File: src/rtl/alu_pkg.sv
// Shared ALU types: response entry layout and the round-robin picker.
// Widths are sized for the largest supported requester count (8).
package alu_pkg;

    localparam int DATA_W   = 16;
    localparam int MAX_REQ  = 8;
    localparam int MAX_ID_W = 3;

    typedef struct packed {
        logic [MAX_ID_W-1:0] id;
        logic [DATA_W-1:0]   sum;
        logic                overflow;
    } rsp_entry_t;

    // One-hot grant: first valid index at or above ptr, wrapping at n.
    function automatic logic [MAX_REQ-1:0] rr_pick(
        input logic [MAX_REQ-1:0]  valid,
        input logic [MAX_ID_W-1:0] ptr,
        input int                  n
    );
        logic [MAX_REQ-1:0] g;
        int idx;
        g = '0;
        for (int k = 0; k < MAX_REQ; k++) begin
            idx = (int'(ptr) + k) % n;
            if (k < n && g == '0 && valid[idx]) begin
                g[idx] = 1'b1;
            end
        end
        return g;
    endfunction

endpackage

File: src/rtl/adder_rsp_fifo.sv
// Synchronous FIFO of response entries with occupancy count.
// A push into a full FIFO is accepted when a pop happens in the same cycle.
module adder_rsp_fifo
    import alu_pkg::*;
#(
    parameter int DEPTH = 2
) (
    input  logic                     clk,
    input  logic                     rst_n,
    input  logic                     push,
    input  rsp_entry_t               wdata,
    input  logic                     pop,
    output rsp_entry_t               rdata,
    output logic                     full,
    output logic                     empty,
    output logic [$clog2(DEPTH):0]   count
);

    localparam int AW = $clog2(DEPTH);
    localparam logic [AW:0] FULL_CNT = (AW+1)'(DEPTH);

    rsp_entry_t  mem_q [DEPTH];
    rsp_entry_t  mem_d [DEPTH];
    logic [AW-1:0] wr_q, wr_d;
    logic [AW-1:0] rd_q, rd_d;
    logic [AW:0]   cnt_q, cnt_d;
    logic          do_push;
    logic          do_pop;

    assign full  = (cnt_q == FULL_CNT);
    assign empty = (cnt_q == '0);
    assign count = cnt_q;
    assign rdata = mem_q[rd_q];

    always_comb begin
        do_pop  = pop & ~empty;
        do_push = push & (~full | do_pop);
        mem_d   = mem_q;
        wr_d    = wr_q;
        rd_d    = rd_q;
        cnt_d   = cnt_q;
        if (do_push) begin
            mem_d[wr_q] = wdata;
            wr_d        = wr_q + AW'(1);
        end
        if (do_pop) begin
            rd_d = rd_q + AW'(1);
        end
        unique case ({do_push, do_pop})
            2'b10:   cnt_d = cnt_q + (AW+1)'(1);
            2'b01:   cnt_d = cnt_q - (AW+1)'(1);
            default: cnt_d = cnt_q;
        endcase
    end

    always_ff @(posedge clk or negedge rst_n) begin
        if (!rst_n) begin
            for (int i = 0; i < DEPTH; i++) begin
                mem_q[i] <= '0;
            end
            wr_q  <= '0;
            rd_q  <= '0;
            cnt_q <= '0;
        end else begin
            mem_q <= mem_d;
            wr_q  <= wr_d;
            rd_q  <= rd_d;
            cnt_q <= cnt_d;
        end
    end

endmodule

File: src/rtl/cla_adder16.sv
// 16-bit two-level carry-lookahead adder (4-bit groups).
// Group generate/propagate feed a lookahead across the four groups.
module cla_adder16 (
    input  logic [15:0] a,
    input  logic [15:0] b,
    input  logic        cin,
    output logic [15:0] sum,
    output logic        cout
);

    logic [15:0] p;
    logic [15:0] g;
    logic [3:0]  gg;
    logic [3:0]  gp;
    logic [4:0]  gc;
    logic [16:0] c;

    always_comb begin
        p  = a ^ b;
        g  = a & b;
        gg = '0;
        gp = '1;
        c  = '0;
        for (int grp = 0; grp < 4; grp++) begin
            for (int j = 0; j < 4; j++) begin
                gg[grp] = g[4*grp+j] | (p[4*grp+j] & gg[grp]);
                gp[grp] = gp[grp] & p[4*grp+j];
            end
        end
        gc[0] = cin;
        for (int grp = 0; grp < 4; grp++) begin
            gc[grp+1] = gg[grp] | (gp[grp] & gc[grp]);
        end
        for (int grp = 0; grp < 4; grp++) begin
            c[4*grp] = gc[grp];
            for (int j = 1; j < 4; j++) begin
                c[4*grp+j] = g[4*grp+j-1]
                           | (p[4*grp+j-1] & c[4*grp+j-1]);
            end
        end
        c[16] = gc[4];
        sum   = p ^ c[15:0];
        cout  = c[16];
    end

endmodule

File: src/rtl/adder_share_arbiter.sv
// Round-robin sharing of one 16-bit CLA adder between NUM_REQ requesters.
// Results are tagged with the requester index and queued for one consumer.
module adder_share_arbiter
    import alu_pkg::*;
#(
    parameter int  NUM_REQ   = 4,
    parameter int  RSP_DEPTH = 2,
    localparam int ID_W      = $clog2(NUM_REQ)
) (
    input  logic                      clk,
    input  logic                      rst_n,
    input  logic [NUM_REQ-1:0]        req_valid,
    output logic [NUM_REQ-1:0]        req_ready,
    input  logic [NUM_REQ*DATA_W-1:0] req_a,
    input  logic [NUM_REQ*DATA_W-1:0] req_b,
    output logic                      rsp_valid,
    input  logic                      rsp_ready,
    output logic [ID_W-1:0]           rsp_id,
    output logic [DATA_W-1:0]         rsp_sum,
    output logic                      rsp_overflow,
    output logic                      busy
);

    logic [MAX_ID_W-1:0] rr_ptr_q, rr_ptr_d;
    rsp_entry_t          last_q, last_d;
    logic [MAX_REQ-1:0]  valid_ext;
    logic [MAX_REQ-1:0]  grant_ext;
    logic [NUM_REQ-1:0]  grant;
    logic [MAX_ID_W-1:0] gid;
    logic [DATA_W-1:0]   a_sel;
    logic [DATA_W-1:0]   b_sel;
    logic [DATA_W-1:0]   add_sum;
    logic                add_cout;
    logic                can_push;
    logic                accept;
    logic                pop;
    rsp_entry_t          wr_entry;
    rsp_entry_t          head;
    rsp_entry_t          shown;
    logic                fifo_full;
    logic                fifo_empty;
    logic [$clog2(RSP_DEPTH):0] fifo_count;
    logic                unused_bits;

    assign valid_ext = MAX_REQ'(req_valid);
    assign grant_ext = rr_pick(valid_ext, rr_ptr_q, NUM_REQ);
    assign grant     = grant_ext[NUM_REQ-1:0];

    always_comb begin
        a_sel = '0;
        b_sel = '0;
        gid   = '0;
        for (int i = 0; i < NUM_REQ; i++) begin
            if (grant[i]) begin
                a_sel = req_a[i*DATA_W +: DATA_W];
                b_sel = req_b[i*DATA_W +: DATA_W];
                gid   = MAX_ID_W'(i);
            end
        end
    end

    cla_adder16 u_add (
        .a    (a_sel),
        .b    (b_sel),
        .cin  (1'b0),
        .sum  (add_sum),
        .cout (add_cout)
    );

    assign rsp_valid = ~fifo_empty;
    assign pop       = rsp_valid & rsp_ready;
    assign can_push  = ~fifo_full | pop;
    // Held low through reset so nothing is accepted before release.
    assign req_ready = rst_n ? (grant & {NUM_REQ{can_push}}) : '0;
    assign accept    = |(req_valid & req_ready);

    assign wr_entry = '{id: gid, sum: add_sum, overflow: add_cout};

    adder_rsp_fifo #(
        .DEPTH (RSP_DEPTH)
    ) u_fifo (
        .clk   (clk),
        .rst_n (rst_n),
        .push  (accept),
        .wdata (wr_entry),
        .pop   (pop),
        .rdata (head),
        .full  (fifo_full),
        .empty (fifo_empty),
        .count (fifo_count)
    );

    always_comb begin
        rr_ptr_d = rr_ptr_q;
        if (accept) begin
            rr_ptr_d = (gid == MAX_ID_W'(NUM_REQ-1))
                     ? '0 : gid + MAX_ID_W'(1);
        end
        last_d = pop ? head : last_q;
    end

    // Once drained, the outputs keep showing the last entry handed out.
    assign shown        = fifo_empty ? last_q : head;
    assign rsp_id       = shown.id[ID_W-1:0];
    assign rsp_sum      = shown.sum;
    assign rsp_overflow = shown.overflow;
    assign busy         = ~fifo_empty | (|req_valid);

    assign unused_bits = ^{shown.id, grant_ext, fifo_count};

    always_ff @(posedge clk or negedge rst_n) begin
        if (!rst_n) begin
            rr_ptr_q <= '0;
            last_q   <= '0;
        end else begin
            rr_ptr_q <= rr_ptr_d;
            last_q   <= last_d;
        end
    end

endmodule
File: config.mk
export PLATFORM = sky130hd
export DESIGN_NAME = adder_share_arbiter
export DESIGN_NICKNAME = d
export VERILOG_FILES = /design/src/rtl/alu_pkg.sv /design/src/rtl/adder_rsp_fifo.sv /design/src/rtl/cla_adder16.sv /design/src/rtl/adder_share_arbiter.sv
export SDC_FILE = /design/constraint.sdc
export NUM_CORES = 1
export LEC_CHECK = 0
export BUFFER_PORTS_ARGS = -buffer_cell sky130_fd_sc_hd__buf_2
export CAP_MARGIN = 20
export CORE_UTILIZATION = 40
export CTS_CLUSTER_DIAMETER = 80
export DETAILED_ROUTE_END_ITERATION = 10
export PLACE_DENSITY = 0.73
export RECOVER_POWER = 25
export SLEW_MARGIN = 10
export SYNTH_ARGS = -nofsm -noshare
export SYNTH_HDL_FRONTEND = slang
export SYNTH_HIERARCHICAL = 1
export SYNTH_SLANG_ARGS = --single-unit
export TNS_END_PERCENT = 1
File: constraint.sdc
create_clock -name clk -period 10.3 [get_ports clk]
set_input_delay 2.06 -clock clk [delete_from_list [all_inputs] [get_ports clk]]
set_output_delay 2.06 -clock clk [all_outputs]
set_load 0.005 [all_outputs]
# After elaboration in Yosys (flattened, before gate mapping)
# Cells that the tools add are included.
[classes]
n_reduce_logical = 18
magnitude_cmp = 11
n_eq_ne = 4
add_sub_neg = 8
n_shift = 0
n_mux = 44
n_div = 0
n_mul = 0
bitwise_logic = 78
[ops]
columns = ["operator", "count"]
rows = [
  ["$mux W16", 8],
  ["$mux W19", 4],
  ["$bwmux W40", 1],
  ["$and A1 B1 Y1", 36],
  ["$xor A16 B16 Y16", 2],
  ["$or A1 B1 Y1", 27],
  ["$logic_not A8 Y1", 3],
  ["$demux W20 S1", 1],
  ["$mux W20", 1],
  ["$and A16 B16 Y16", 1],
  ["$mux W8", 2],
  ["$lt A3 B5 Y1 const B", 3],
  ["$mux W1", 12],
  ["$mux W4", 3],
  ["$bmux W1 S3", 3],
  ["$demux W1 S3", 3],
  ["$ge A3 B1 Y1 const B", 3],
  ["$and A4 B4 Y4", 2],
  ["$logic_and A1 B1 Y1", 8],
  ["$or A4 B8 Y8", 1],
  ["$or A8 B8 Y8", 1],
  ["$reduce_or A4 Y1", 2],
  ["$add A2 B1 Y2 const B", 3],
  ["$mux W3", 2],
  ["other kinds (21)", 31],
]
[word_totals]
mem_bits_rw = 0
n_memories = 0
latchBits = 0
rom_bits = 0
reg_bits = 65
out_inout_bits = 25

# Depth between registers and ports, before layout
[depth]
word_depth = 38
mapped_depth = 22

# Hierarchy
# The synthesis kept the hierarchy.
[modules_own_cells]
columns = ["module", "cells_per_inst", "seq_area_each_um2", "n_inst", "area_per_inst_um2"]
rows = [
  ["adder_share_arbiter", 261, 525.5, 1, 2466.1],
  ["adder_rsp_fifo", 133, 1101.1, 1, 1971.9],
  ["cla_adder16", 63, 0.0, 1, 658.1],
]

# Least setup slack after synthesis
# Ideal clock, no wire load.
[synth_timing]
kind = "input -> register"
startpoint = "input port req_valid[3]"
endpoint = "register u_fifo/mem_q[16] (netlist bit)"
setup_slack_ns = 3.520
setup_ns = 0.125
stages = 19
t_arrival_ns = 6.656
required_time_ns = 10.175
n_path_buf = 2
cell_sequence = "mux4_2 > a21bo_1 > o211ai_4 > nor4b_4 > a31o_1 > buf_2 > nor4_4 > buf_6 > o2bb2ai_1 > ha_1 > a21oi_1 > o211ai_1 > a211oi_2 > o21bai_1 > fa_1 > fa_1 > fa_1 > xor2_1 > mux2_2"
[synth_between]
elab_chain_len = 35
word_cells_on_any_way = 75
cone_classes = "mux (25); bitwise (43); reduce/logical (7)"
[synth_lines]
columns = ["item", "line", "source"]
rows = [
  ["start: declaration", "adder_share_arbiter.sv:12", "input logic [NUM_REQ-1:0] req_valid,"],
  ["$bmux W1 S2", "alu_pkg.sv:26", "if (k < n && g == '0 && valid[idx]) begin"],
  ["$mux W1 (implied by the code)", "alu_pkg.sv:26", ""],
  ["$mux W4", "alu_pkg.sv:26", ""],
  ["$logic_not A8 Y1", "alu_pkg.sv:26", ""],
  ["$logic_and A1 B1 Y1", "alu_pkg.sv:26", ""],
  ["$mux W8", "alu_pkg.sv:26", ""],
  ["$logic_not A8 Y1", "alu_pkg.sv:26", ""],
  ["$logic_and A1 B1 Y1", "alu_pkg.sv:26", ""],
  ["[8 not listed]", "-", ""],
  ["net b_sel[1]", "adder_share_arbiter.sv:31", "logic [DATA_W-1:0] b_sel;"],
  ["[12 not listed]", "-", ""],
  ["$or A1 B1 Y1 *", "cla_adder16.sv:38", "| (p[4*grp+j-1] & c[4*grp+j-1]);"],
  ["$and A1 B1 Y1 *", "cla_adder16.sv:38", ""],
  ["$or A1 B1 Y1 *", "cla_adder16.sv:38", ""],
  ["$and A1 B1 Y1 *", "cla_adder16.sv:38", ""],
  ["$or A1 B1 Y1 *", "cla_adder16.sv:38", ""],
  ["$xor A16 B16 Y16 *", "cla_adder16.sv:42", "sum = p ^ c[15:0];"],
  ["net add_sum[15]", "adder_share_arbiter.sv:32", "logic [DATA_W-1:0] add_sum;"],
  ["$bwmux W40 *", "adder_rsp_fifo.sv:43", "mem_d[wr_q] = wdata;"],
  ["end signal: assignment", "adder_rsp_fifo.sv:65", "mem_q <= mem_d;"],
  ["end: declaration", "adder_rsp_fifo.sv:22", "rsp_entry_t mem_q [DEPTH];"],
]
# Mark *: on every way through the listed nets, which the timed path passes. The rest lies on a longest branch. The select of a mux whose other input is x is not followed.
# A chain may end at the register's enable or synchronous reset.

# Worst setup path after layout
[layout_timing]
startpoint = "input port rst_n"
endpoint = "output port req_ready[1]"
[layout_between]
elab_chain_len = 1
[layout_lines]
columns = ["item", "line", "source"]
rows = [
  ["start: declaration", "adder_share_arbiter.sv:11", "input logic rst_n,"],
  ["$mux W4", "adder_share_arbiter.sv:74", "assign req_ready = rst_n ? (grant & {NUM_REQ{can_push}}) : '0;"],
  ["end: declaration", "adder_share_arbiter.sv:13", "output logic [NUM_REQ-1:0] req_ready,"],
]
# Every way passes these cells.

==> impl_metrics.py <==
metrics = {
    "run_status": {
        "status": "finished with violations",
        "violations": "capacitance limit, slew limit",
    },
    "timing": {
        "rsz0062_at_grt": "false",
        "slew_violations": 65,
        "finalHoldViolations": 0,
        "setup_viol": 0,
        "fmax_mhz": 129,
        "worst_pin_slew_ns": 3.34,
        "totalNegativeSetupSlack_ns": 0,
        "fin_crit_ns": 7.73,
        "slew_headroom": -1.22,
        "period_share": 0.750,
        "finClkSkew_ns": 0.00521,
    },
    "worst_setup_path": {
        "path_max_fanout": 64,
        "arrival_ns": 5.67,
        "r2r_end": "u_fifo/mem_q[16]",
        "worstSetupPathType": "input pin to output pin",
        "cp-start-kind": "input pin",
        "crit_path_start": "rst_n",
        "r2r_cells": 21,
        "r2r_slack_ns": 3.77,
        "endpoint_kind": "output pin",
        "worstPathRequired_ns": 8.24,
        "r2r-start": "rr_ptr_q[0]",
    },
    "floorplanning": {
        "die_h_um": 114,
        "ios": 160,
        "die_area_sq_um": 13000,
        "rows": 40,
        "die_w_um": 114,
        "initial_core_util": 0.414,
        "design.core.area_sq_um": 12100,
    },
    "cts": {
        "cts_setup_buffers": 0,
        "path_clk_slew_ns": 0.05,
        "cts_buffers": 9,
        "clock_latency_ns": 0.32,
        "ctsHoldBuffers": 0,
        "cts-htree-levels": 3,
        "cts.sinks": 63,
        "root_buffer": "clkbuf_16",
        "tritoncts": "built",
        "clockBufferDepth": 2,
        "post_cts_resized": 0,
    },
    "flow_run": {
        "drv_cap": 1,
    },
    "final_layout": {
        "num_antenna_cells": 0,
        "drive_above_1_share": 0.479,
        "fin_cells": 771,
        "final_nets": 771,
        "area_growth_pct": 23.2,
    },
    "drt": {
        "wl_um": 13600,
        "drt_first_iter_violations": 302,
        "ant_nets": 0,
        "drt_first_pass_iters": 4,
        "route.detailed.drc": 0,
        "wire_per_inst_um": 17.6,
        "vias": 4330,
        "via_per_inst": 5.62,
    },
    "global_route": {
        "grt_pass1_wl_um": 22200,
        "antenna_found_initial": 0,
        "grt_max_degree": 65,
        "grt_pass1_vias": 4609,
        "grt_overflow": 0,
        "track_usage": 0.217,
    },
    "hold_path": {
        "worstHoldPathType": "flip-flop to flip-flop",
        "min_path_cells": 1,
        "hold_end": "u_fifo/mem_q[37]",
        "min_from": "u_fifo/mem_q[37]",
    },
    "place": {
        "port_buffers": 159,
        "dp.cells": 756,
        "dp.final_hpwl_um": 10400,
        "gp_congestion": 0.854,
    },
    "synthesis": {
        "yosysWarnings": 6,
        "syn_avg_cell_area_sq_um": 11.1,
        "synthCells": 452,
        "synth_area_sq_um": 5010,
    },
}
[per-stage QoR]
step / setup slack (ns) / utilization / instance area [sq um] / hold slack [ns]
after floorplan: 3.52 / - / 5020 / 0.454
after global placement: 2.39 / 0.486 / 5890 / 0.467
after detailed placement: 2.28 / 0.486 / 5890 / 0.480
after CTS: 2.59 / 0.508 / 6160 / 0.491
after global routing: 1.87 / 0.510 / 6170 / 0.511
final: 2.57 / 0.510 / 6170 / 0.491
[per-layer routing]
metal / share of wire / track usage / up-vias
li1: - / - / 2011
met1: 0.42 / 0.255 / 2139
met3: 0.050 / 0.0489 / 19
met5: 0 / 0 / -
met4: 0.020 / 0.0615 / 0
met2: 0.51 / 0.395 / 161
[cells in the final DEF, fill, tap and decap left out, types with 4 or more instances in the layout]
cell	n
buf_2	159
mux2_2	94
dfrtp_1	63
nor2_1	42
a221oi_1	32
o2bb2ai_1	32
ha_1	24
inv_1	14
fa_1	12
nand2_1	9
clkbuf_16	9
o21ai_0	7
nor2b_1	7
nand2b_1	7
a21oi_1	6
mux4_2	5
buf_4	5
xor2_1	4
[final cells by class]
class / instances / area [sq um]
clock buffers: 13 / 260
repair buffers: 166 / 852
multi-input cells: 346 / 3220
well taps: 168 / 210
flip-flops and latches: 63 / 1580
clock inverters: 1 / 5.00
fillers: 1125 / 5940
inverters: 14 / 52.6
[worst max-delay path: stages]
cell and delay, ns:
buf_2 0.07, clkbuf_1 2.34, nand2_1 0.65, nor2b_1 0.35, buf_2 0.16
[worst max-delay path by stage]
stage                             to  slack, ns
finish                  req_ready[1]       2.57
global route            req_ready[3]       1.87
CTS                 u_fifo/mem_q[16]       2.59
detailed placement  u_fifo/mem_q[16]       2.28
global placement    u_fifo/mem_q[36]       2.39
floorplan           u_fifo/mem_q[16]       3.52
[flip-flops by register name, indices dropped and copies added (netlist names)]
register      count
u_fifo/count      2
u_fifo/mem_q     38
rr_ptr_q          2
u_fifo/rd_q       1
u_fifo/wr_q       1
last_q           19
Power is not shown: default switching activity piles up to over one toggle a cycle in this logic, so the estimate is an artifact.
